--- config.mk ---
export PLATFORM = sky130hd
export DESIGN_NAME = encoder6b_to_8b_tx
export DESIGN_NICKNAME = d
export VERILOG_FILES = /design/src/rtl/enc6b8b_pkg.sv /design/src/rtl/encoder6b_to_8b_map.sv /design/src/rtl/encoder6b_to_8b_tx.sv
export SDC_FILE = /design/constraint.sdc
export NUM_CORES = 1
export LEC_CHECK = 0
export CORE_MARGIN = 2
export CORE_UTILIZATION = 35
export CTS_BUF_LIST = sky130_fd_sc_hd__clkbuf_16
export DETAILED_ROUTE_END_ITERATION = 16
export SETUP_SLACK_MARGIN = 0.02
export SLEW_MARGIN = 20
export SYNTH_ARGS = -nofsm -noshare
export SYNTH_HDL_FRONTEND = slang
export SYNTH_SLANG_ARGS = --single-unit
--- constraint.sdc ---
create_clock -name clk -period 1.8 [get_ports clk]
set_input_delay 0.36 -clock clk [delete_from_list [all_inputs] [get_ports clk]]
set_output_delay 0.36 -clock clk [all_outputs]
set_load 0.01 [all_outputs]
--- src/rtl/enc6b8b_pkg.sv ---
// Shared constants and state type for the 6b->8b transmit encoder.
package enc6b8b_pkg;

  localparam logic [5:0] K_SYNC = 6'b000111;
  localparam logic [5:0] K_IDLE = 6'b010101;
  localparam logic [5:0] K_ALT0 = 6'b111000;
  localparam logic [5:0] K_ALT1 = 6'b101010;

  localparam logic [7:0] SYM_SYNC = 8'b01000111;
  localparam logic [7:0] SYM_IDLE = 8'b01010101;
  localparam logic [7:0] SYM_ALT0 = 8'b01111000;
  localparam logic [7:0] SYM_ALT1 = 8'b01101010;

  // Prefixes that lift a 6-bit word of popcount 2/3/4 to exactly four 1s
  localparam logic [1:0] PFX_POP2 = 2'b11;
  localparam logic [1:0] PFX_POP3 = 2'b10;
  localparam logic [1:0] PFX_POP4 = 2'b00;

  typedef enum logic {ALIGN, RUN} linkState_e;

endpackage

--- src/rtl/encoder6b_to_8b_map.sv ---
// Combinational {isK, data} -> 8-bit balanced code, flagging unsupported K words.
module encoder6b_to_8b_map
  import enc6b8b_pkg::*;
(
  input  logic       isK,
  input  logic [5:0] data,
  output logic [7:0] code,
  output logic       kIllegal
);

  logic [2:0] ones;

  always_comb begin
    code     = SYM_IDLE;
    kIllegal = 1'b0;
    ones     = 3'($countones(data));
    if (isK) begin
      case (data)
        K_SYNC:  code = SYM_SYNC;
        K_IDLE:  code = SYM_IDLE;
        K_ALT0:  code = SYM_ALT0;
        K_ALT1:  code = SYM_ALT1;
        default: kIllegal = 1'b1;
      endcase
    end else begin
      // Explicit entries cover every word whose popcount prefix cannot balance it
      case (data)
        6'b000000: code = 8'b01011001;
        6'b111111: code = 8'b01100110;
        6'b111110: code = 8'b01001110;
        6'b111101: code = 8'b01001101;
        6'b111011: code = 8'b01011010;
        6'b110111: code = 8'b01010110;
        6'b101111: code = 8'b01101100;
        6'b011111: code = 8'b01011100;
        6'b000001: code = 8'b01110001;
        6'b000010: code = 8'b01110010;
        6'b000100: code = 8'b01100101;
        6'b001000: code = 8'b01101001;
        6'b010000: code = 8'b01010011;
        6'b100000: code = 8'b01100011;
        6'b001111: code = 8'b01001011;
        6'b110000: code = 8'b01110100;
        default: begin
          case (ones)
            3'd3:    code = {PFX_POP3, data};
            3'd4:    code = {PFX_POP4, data};
            default: code = {PFX_POP2, data};
          endcase
        end
      endcase
    end
  end

endmodule

--- src/rtl/encoder6b_to_8b_tx.sv ---
// Transmit-side 6b->8b encoder: alignment burst, periodic SYNC, IDLE fill, one symbol per symEn.
module encoder6b_to_8b_tx
  import enc6b8b_pkg::*;
#(
  parameter int unsigned SYNC_LEN    = 32,
  parameter int unsigned SYNC_PERIOD = 1024
) (
  input  logic       clk,
  input  logic       rst_n,
  input  logic       symEn,
  input  logic       realign,
  input  logic [5:0] inData,
  input  logic       inIsK,
  input  logic       inValid,
  output logic       inReady,
  output logic [7:0] encodedData,
  output logic       encodedValid,
  output logic       linkUp,
  output logic       kError
);

  localparam int unsigned AlignW   = $clog2(SYNC_LEN + 1);
  localparam int unsigned PeriodW  = (SYNC_PERIOD > 0) ? $clog2(SYNC_PERIOD + 1) : 1;
  localparam bit          PeriodOn = (SYNC_PERIOD != 0);
  localparam logic [AlignW-1:0]  AlignLast  = AlignW'(SYNC_LEN - 1);
  localparam logic [PeriodW-1:0] PeriodLast = PeriodW'(SYNC_PERIOD - 1);

  linkState_e         stateQ, stateD;
  logic [AlignW-1:0]  alignCntQ, alignCntD;
  logic [PeriodW-1:0] periodCntQ, periodCntD;
  logic [7:0]         dataQ, dataD;
  logic               validQ;
  logic               kErrQ, kErrD;
  logic               syncDue, transfer;
  logic [7:0]         mapCode;
  logic               mapIllegal;

  encoder6b_to_8b_map uMap (
    .isK      (inIsK),
    .data     (inData),
    .code     (mapCode),
    .kIllegal (mapIllegal)
  );

  assign linkUp   = (stateQ == RUN);
  assign syncDue  = linkUp && PeriodOn && (periodCntQ == PeriodLast);
  assign inReady  = symEn & linkUp & ~syncDue & ~realign;
  assign transfer = inReady & inValid;

  always_comb begin
    stateD     = stateQ;
    alignCntD  = alignCntQ;
    periodCntD = periodCntQ;
    dataD      = dataQ;
    kErrD      = kErrQ;
    if (realign) begin
      // Realign overrides everything; the burst count restarts after this cycle
      stateD    = ALIGN;
      alignCntD = '0;
      if (symEn) dataD = SYM_SYNC;
    end else if (symEn) begin
      unique case (stateQ)
        ALIGN: begin
          dataD = SYM_SYNC;
          if (alignCntQ == AlignLast) begin
            stateD     = RUN;
            alignCntD  = '0;
            periodCntD = '0;
          end else begin
            alignCntD = alignCntQ + 1'b1;
          end
        end
        RUN: begin
          if (syncDue) begin
            dataD      = SYM_SYNC;
            periodCntD = '0;
          end else begin
            dataD      = transfer ? mapCode : SYM_IDLE;
            periodCntD = periodCntQ + 1'b1;
            if (transfer && mapIllegal) kErrD = 1'b1;
          end
        end
      endcase
    end
  end

  always_ff @(posedge clk or negedge rst_n) begin
    if (!rst_n) begin
      stateQ     <= ALIGN;
      alignCntQ  <= '0;
      periodCntQ <= '0;
      dataQ      <= SYM_IDLE;
      validQ     <= 1'b0;
      kErrQ      <= 1'b0;
    end else begin
      stateQ     <= stateD;
      alignCntQ  <= alignCntD;
      periodCntQ <= periodCntD;
      dataQ      <= dataD;
      validQ     <= symEn;
      kErrQ      <= kErrD;
    end
  end

  assign encodedData  = dataQ;
  assign encodedValid = validQ;
  assign kError       = kErrQ;

endmodule

### Word level (Yosys, flattened, before mapping)

Cells that the tools add are included.

* equality and inequality tests: 25
* multipliers: 0
* multiplexer cells: 23
* reductions and logical operators: 8
* add/sub/neg operators: 7
* bitwise gates (word level): 7
* $lt $le $gt $ge: 0
* shift-type cells: 0
* div/mod/pow operators: 0

Operators by type and width (number)
* 8-bit one-hot mux with 16 select lines: 1
* 6-bit == test, second input constant: 10
* 8-bit 2-to-1 mux: 6
* 8-bit one-hot mux with 2 select lines: 2
* 6-bit by 5-bit == test with 1-bit output, second input constant: 4
* 6-bit 2-to-1 mux: 4
* 11-bit 2-to-1 mux: 2
* 11-bit one-hot mux with 2 select lines: 1
* 6-bit one-hot mux with 3 select lines: 1
* 6-bit by 3-bit == test with 1-bit output, second input constant: 2
* 6-bit by 4-bit == test with 1-bit output, second input constant: 2
* 11-bit by 1-bit adder with 11-bit output, second input constant: 1
* 11-bit by 10-bit == test with 1-bit output, second input constant: 1
* 1-bit by 1-bit adder with 2-bit output: 3
* 3-bit adder: 2
* 6-bit by 1-bit adder with 6-bit output, second input constant: 1
* 6-bit by 1-bit == test with 1-bit output, second input constant: 1
* 6-bit by 2-bit == test with 1-bit output, second input constant: 1
* 6-bit zero test: 1
* 1-bit 2-to-1 mux: 6
* 5-bit AND reduction: 1
* 1-bit bitwise AND: 4
* 2-bit inequality test, second input constant: 2
* 4-bit OR reduction: 1
* other kinds (7): 10

* input bits: 12
* bits in latches: 0
* output and inout bits: 12
* memory bits (writable): 0
* bits in read-only memories: 0
* memories kept: 0
* flip-flop bits (word level): 28

### Depth between registers and ports, before layout

* depth after elaboration: 12
* gate-level depth with buffers: 10

### Cells and area by module

Synthesis repeated with hierarchy kept, for this count alone.

* cells, all modules: 227
* area total of the unflattened synthesis: 2057.0 sq um

By module, submodules not included
* encoder6b_to_8b_tx: cells each 127, area each 1347.5 sq um, instances 1
* encoder6b_to_8b_map: cells each 100, area each 709.4 sq um, instances 1

### Worst setup path before layout

OpenSTA, ideal clock, no wires.

* path kind: input -> register
* from: input inData[0]
* to: register dataQ[6] (netlist: encodedData[6])
* stages: 7
* path slack: -0.320 ns
* path buffers: 0
* arrival: 2.036 ns
* cell sequence: ha_1 > ha_1 > and2_1 > a221o_1 > nor4_4 > nand3_2 > o32a_1

* longest elaborated chain between the ends: 12
* elaborated cells on any way between the ends: 29

RTL lines
* start: declaration: RTL line encoder6b_to_8b_tx.sv:12 `input logic [5:0] inData,`
* 1-bit by 1-bit adder with 2-bit output (not written as such): RTL line encoder6b_to_8b_map.sv:16 `ones = 3'($countones(data));`
* 3-bit adder (not written as such) (2 in series): RTL line encoder6b_to_8b_map.sv:16
* 3-bit == test / 3-bit by 2-bit == test with 1-bit output (equally long branches): RTL line encoder6b_to_8b_map.sv:45 `case (ones)`
* 8-bit one-hot mux with 2 select lines: RTL line encoder6b_to_8b_map.sv:45
* 8-bit one-hot mux with 16 select lines (*): RTL line encoder6b_to_8b_map.sv:27 `case (data)`
* 8-bit 2-to-1 mux (*): RTL line encoder6b_to_8b_map.sv:17 `if (isK) begin`
* 8-bit 2-to-1 mux (*): RTL line encoder6b_to_8b_tx.sv:78 `dataD = transfer ? mapCode : SYM_IDLE;`
* 8-bit 2-to-1 mux (*): RTL line encoder6b_to_8b_tx.sv:74 `if (syncDue) begin`
* 8-bit one-hot mux with 2 select lines (*): RTL line encoder6b_to_8b_tx.sv:62 `unique case (stateQ)`
* 8-bit 2-to-1 mux (*): RTL line encoder6b_to_8b_tx.sv:61 `end else if (symEn) begin`
* 8-bit 2-to-1 mux (*): RTL line encoder6b_to_8b_tx.sv:56 `if (realign) begin`
* end signal: assignment: RTL line encoder6b_to_8b_tx.sv:99 `dataQ <= dataD;`
* end: declaration: RTL line encoder6b_to_8b_tx.sv:31 `logic [7:0] dataQ, dataD;`

Mark *: on every way between the ends. The rest lies on a longest branch, timed or not. The select of a mux whose other input is x is not followed.
A chain may end at the register's enable or synchronous reset.

### Worst setup path after layout

* from: input inData[5]
* to: register dataQ[5] (netlist: encodedData[5])

* longest elaborated chain between the ends: 8
* elaborated cells on any way between the ends: 28

RTL lines (RTL line)
* 6-bit == test (tied with other cells): encoder6b_to_8b_map.sv:27
* 8-bit one-hot mux with 16 select lines / 6-bit one-hot mux with 3 select lines (equally long branches): encoder6b_to_8b_map.sv:27, encoder6b_to_8b_map.sv:18
* 8-bit 2-to-1 mux (*): encoder6b_to_8b_map.sv:17
* 8-bit 2-to-1 mux (*): encoder6b_to_8b_tx.sv:78
* 8-bit 2-to-1 mux (*): encoder6b_to_8b_tx.sv:74
* 8-bit one-hot mux with 2 select lines (*): encoder6b_to_8b_tx.sv:62
* 8-bit 2-to-1 mux (*): encoder6b_to_8b_tx.sv:61
* 8-bit 2-to-1 mux (*): encoder6b_to_8b_tx.sv:56

Marked as above.

==> summary.md <==
| Metric | Value |
|---|---|
| Run status | `finished with violations` |
| Failing checks | `negative setup slack` |
| All-Layer GR Usage | `0.191` |
| Fin cells | `408` |
| CP startpoint kind | `input pin` |
| Synth Net Count | `259` |
| Vias | `2158` |
| Yosys warning total | `0` |
| First-pass GRT wire length | `9770 um` |
| Site Rows | `27` |
| Detailed Routing Iterations Pass 1 | `6` |
| Fillers | `482` |
| Reg clk slew, reported paths | `0.07 ns` |
| I/O Buffers | `23` |
| Post-DP HPWL | `4360 um` |
| Fin util | `0.618` |
| Adder-Cell Fraction of Synth Area | `0.126` |
| CTS tree | `done` |
| Sequential share of power | `0.375` |
| Die width | `80.4 um` |
| Cell Area, Synth | `2040 um2` |
| Clock root buffer | `clkbuf_16` |
| Fin. max-slew vios | `0` |
| Clock Sinks | `28` |
| Initial Utilization | `0.367` |
| CTS Buf Count | `3` |
| Worst slew pin tran | `0.407 ns` |
| Ports | `24` |
| Sw Pwr | `0.410 mW` |
| Pint | `1.30 mW` |
| Ys flop type | `dfrtp_1` |
| Multi-input gate area | `1540 um2` |
| Ys async rst share | `1.00` |
| Mux cell area share after synthesis | `0` |
| Vias per cell | `5.29` |
| Routed WL | `6000 um` |
| Max-Cap Viols | `0` |
| Total power draw | `1.71 mW` |
| Worst Hold Class | `in -> async` |
| RSZ-0062 raised after global routing | `true` |
| Drt drc | `0` |
| Setup_tns | `-1.24 ns` |
| Largest family of logic cells by synthesized area | `compound AO/OA/AOI/OAI gates` |
| Chip height | `80.4 um` |
| Reg area | `706 um2` |
| Syn Inst Count | `227` |
| Final std cell area, no fill | `3450 um2` |
| Post-route antenna net violation count | `0` |
| DP Cell Count | `386` |
| Crit Path Max Fanout | `4` |
| Fmax | `492 MHz` |
| Worst-Skew Late Latency | `0.26 ns` |
| Power per Cell Area | `495 nW/um2` |
| Die area | `6460 um2` |
| Vias in the first global route | `2206` |
| Diode count | `0` |
| Period utilization | `1.13` |
| Critical path type | `in -> reg` |
| Final Hold Fails | `0` |
| Setup Skew | `0.00369 ns` |
| Worst-case clock buffer depth | `2` |
| Setup WS pre-CTS | `-0.936 ns` |
| Core area | `5570 um2` |
| Worst vdd ir | `0.308 mV` |
| Synth Area per Inst | `9.00 um2` |
| Leakage Power | `1.54 nW` |
| Antenna violations before repair | `0` |
| Final net count | `369` |
| Setup crit end kind | `flip-flop` |
| Pin count of the biggest net entering global routing | `29` |
| Synth Area in Compound Gates | `0.242` |
| Post-synth EDFFs | `0` |
| Worst path arrival time | `2.17 ns` |
| Post-Synth Simple-Gate Area | `0.221` |
| Iter 0 DRT Violations | `88` |
| Post-Synth XOR/XNOR Area | `0.0214` |
| Netlist cell types | `60` |
| Register area share after synthesis | `0.345` |
| DP Area | `2940 um2` |
| Final critical-path required period | `2.03 ns` |
| Power share of the clock group | `0.384` |
| Grt ovf | `0` |
| CP required | `1.93 ns` |
| Sw Ratio | `0.240` |
| Worst slew margin relative to its limit | `0.729` |
| H-tree levels | `1` |
| FF+latch count, synth | `28` |
| Combinational Power Share | `0.241` |
| Drt wl/cell | `14.7 um` |
| Hold WS | `0.477 ns` |
| Layout cells sized above 1 | `0.476` |
| Area grow syn2layout | `68.7%` |
| Setup ws final | `-0.232 ns` |
| Final Wtd Congestion | `0.902` |
| Final setup fails | `8` |
flip-flops by register name, indices dropped and copies added, names as in the netlist:
| name | cells |
|---|---|
| alignCntQ | 6 |
| encodedData | 8 |
| encodedValid | 1 |
| kError | 1 |
| linkUp | 1 |
| periodCntQ | 11 |
power by group through the flow:
stage / Combinational [mW] / Sequential (mW) / Clock (mW)
final: 0.411 / 0.639 / 0.655
after global routing: 0.448 / 0.638 / 0.692
after global placement: 0.329 / 0.650 / 0
after floorplan: 0.164 / 0.651 / 0
after detailed placement: 0.334 / 0.650 / 0
after CTS: 0.387 / 0.638 / 0.670
cells in the mapped netlist (all sizes together), types with 2 or more instances:
cell | instances | share of area
clkbuf | 4 | 0.0073
o21ai | 17 | 0.042
dfrtp | 24 | 0.29
nor2b | 5 | 0.017
a22o | 6 | 0.031
xor2 | 4 | 0.017
nand4 | 7 | 0.021
a32oi | 2 | 0.0086
a31oi | 7 | 0.021
dfstp | 4 | 0.051
buf | 3 | 0.0073
or2 | 3 | 0.0092
or3 | 2 | 0.0061
and4 | 2 | 0.0086
nor4 | 4 | 0.020
nor3 | 3 | 0.0073
inv | 16 | 0.029
a211oi | 2 | 0.0073
a32o | 3 | 0.015
o31ai | 6 | 0.022
nand2 | 18 | 0.033
nor2 | 12 | 0.022
and2 | 3 | 0.0092
a21oi | 11 | 0.027
nand3 | 11 | 0.029
and3 | 2 | 0.0061
o21a | 2 | 0.0073
o22ai | 2 | 0.0061
nor3b | 2 | 0.0073
ha | 19 | 0.12
worst max-delay path: stages:
cell,delay [ns]
buf_8,0.08
clkinvlp_4,0.13
buf_6,0.15
ha_4,0.14
or2_1,0.21
a221o_1,0.37
nor4_4,0.28
buf_4,0.18
buf_6,0.10
buf_6,0.09
a311oi_2,0.08
final timing paths:
check | from | end | slack, ns | cells past startpoint
max | inData[5] | encodedData[5]$_DFFE_PN0P_ | -0.23 | 11
min | rst_n | periodCntQ[8]$_DFFE_PN0P_ | 0.48 | 2
max reg2reg | periodCntQ[0]$_DFFE_PN0P_ | encodedData[5]$_DFFE_PN0P_ | 0.03 | 8
min reg2reg | kError$_DFFE_PN0P_ | kError$_DFFE_PN0P_ | 0.48 | 1
max in group asynchronous | rst_n | encodedData[0]$_DFFE_PN1P_ | 1.01 | 2
min in group clk | kError$_DFFE_PN0P_ | kError$_DFFE_PN0P_ | 0.48 | 1
cells in the final DEF, fill, tap and decap left out, types with 4 or more instances in the layout:
| master | count |
|---|---|
| ha_4 | 10 |
| nor2_1 | 11 |
| xor2_1 | 4 |
| ha_2 | 6 |
| o21ai_2 | 4 |
| buf_6 | 12 |
| a31oi_1 | 7 |
| inv_2 | 5 |
| inv_1 | 9 |
| dfstp_2 | 4 |
| nand2_1 | 18 |
| o31ai_1 | 4 |
| nand3_1 | 9 |
| a22o_1 | 4 |
| o21ai_0 | 12 |
| a21oi_1 | 9 |
| buf_4 | 80 |
| nand4_1 | 7 |
| dfrtp_1 | 24 |
| clkdlybuf4s50_1 | 16 |
what timing repair did:
| action | 4_1_cts | 5_1_grt |
|---|---|---|
| hold buffers | 0 | 0 |
| endpoints found under the setup margin | 12 | 19 |
| buffers inserted | 15 | 3 |
| pin swaps | 23 | 14 |
| gates resized for setup | 71 | 25 |
per-layer routing:
layer | global-route usage | vias to the layer above | routed length [um]
met4 | 0.0661 | 0 | 112
met5 | 0 | - | 0
met2 | 0.369 | 53 | 3220
li1 | - | 1072 | -
met1 | 0.215 | 1025 | 2480
met3 | 0.0202 | 8 | 177
kinds of logic (layout without fill, tap and decap cells):
| family | count (synthesis) | in the layout |
|---|---|---|
| simple gates | 80 | 80 |
| compound gates | 71 | 71 |
| flops | 28 | 28 |
| buf+inv | 23 | 132 |
| fa+ha+maj | 20 | 20 |
| xor+xnor | 5 | 5 |
layout make-up:
class	instances	share of cell area
multi-input combinational	176	0.448
clock inverter	1	0.00871
sequential	28	0.205
timing repair buffer	112	0.272
inverter	16	0.0192
tap	72	0.0261
clock buffer	3	0.0218
Power figures use the tool's default switching activity.
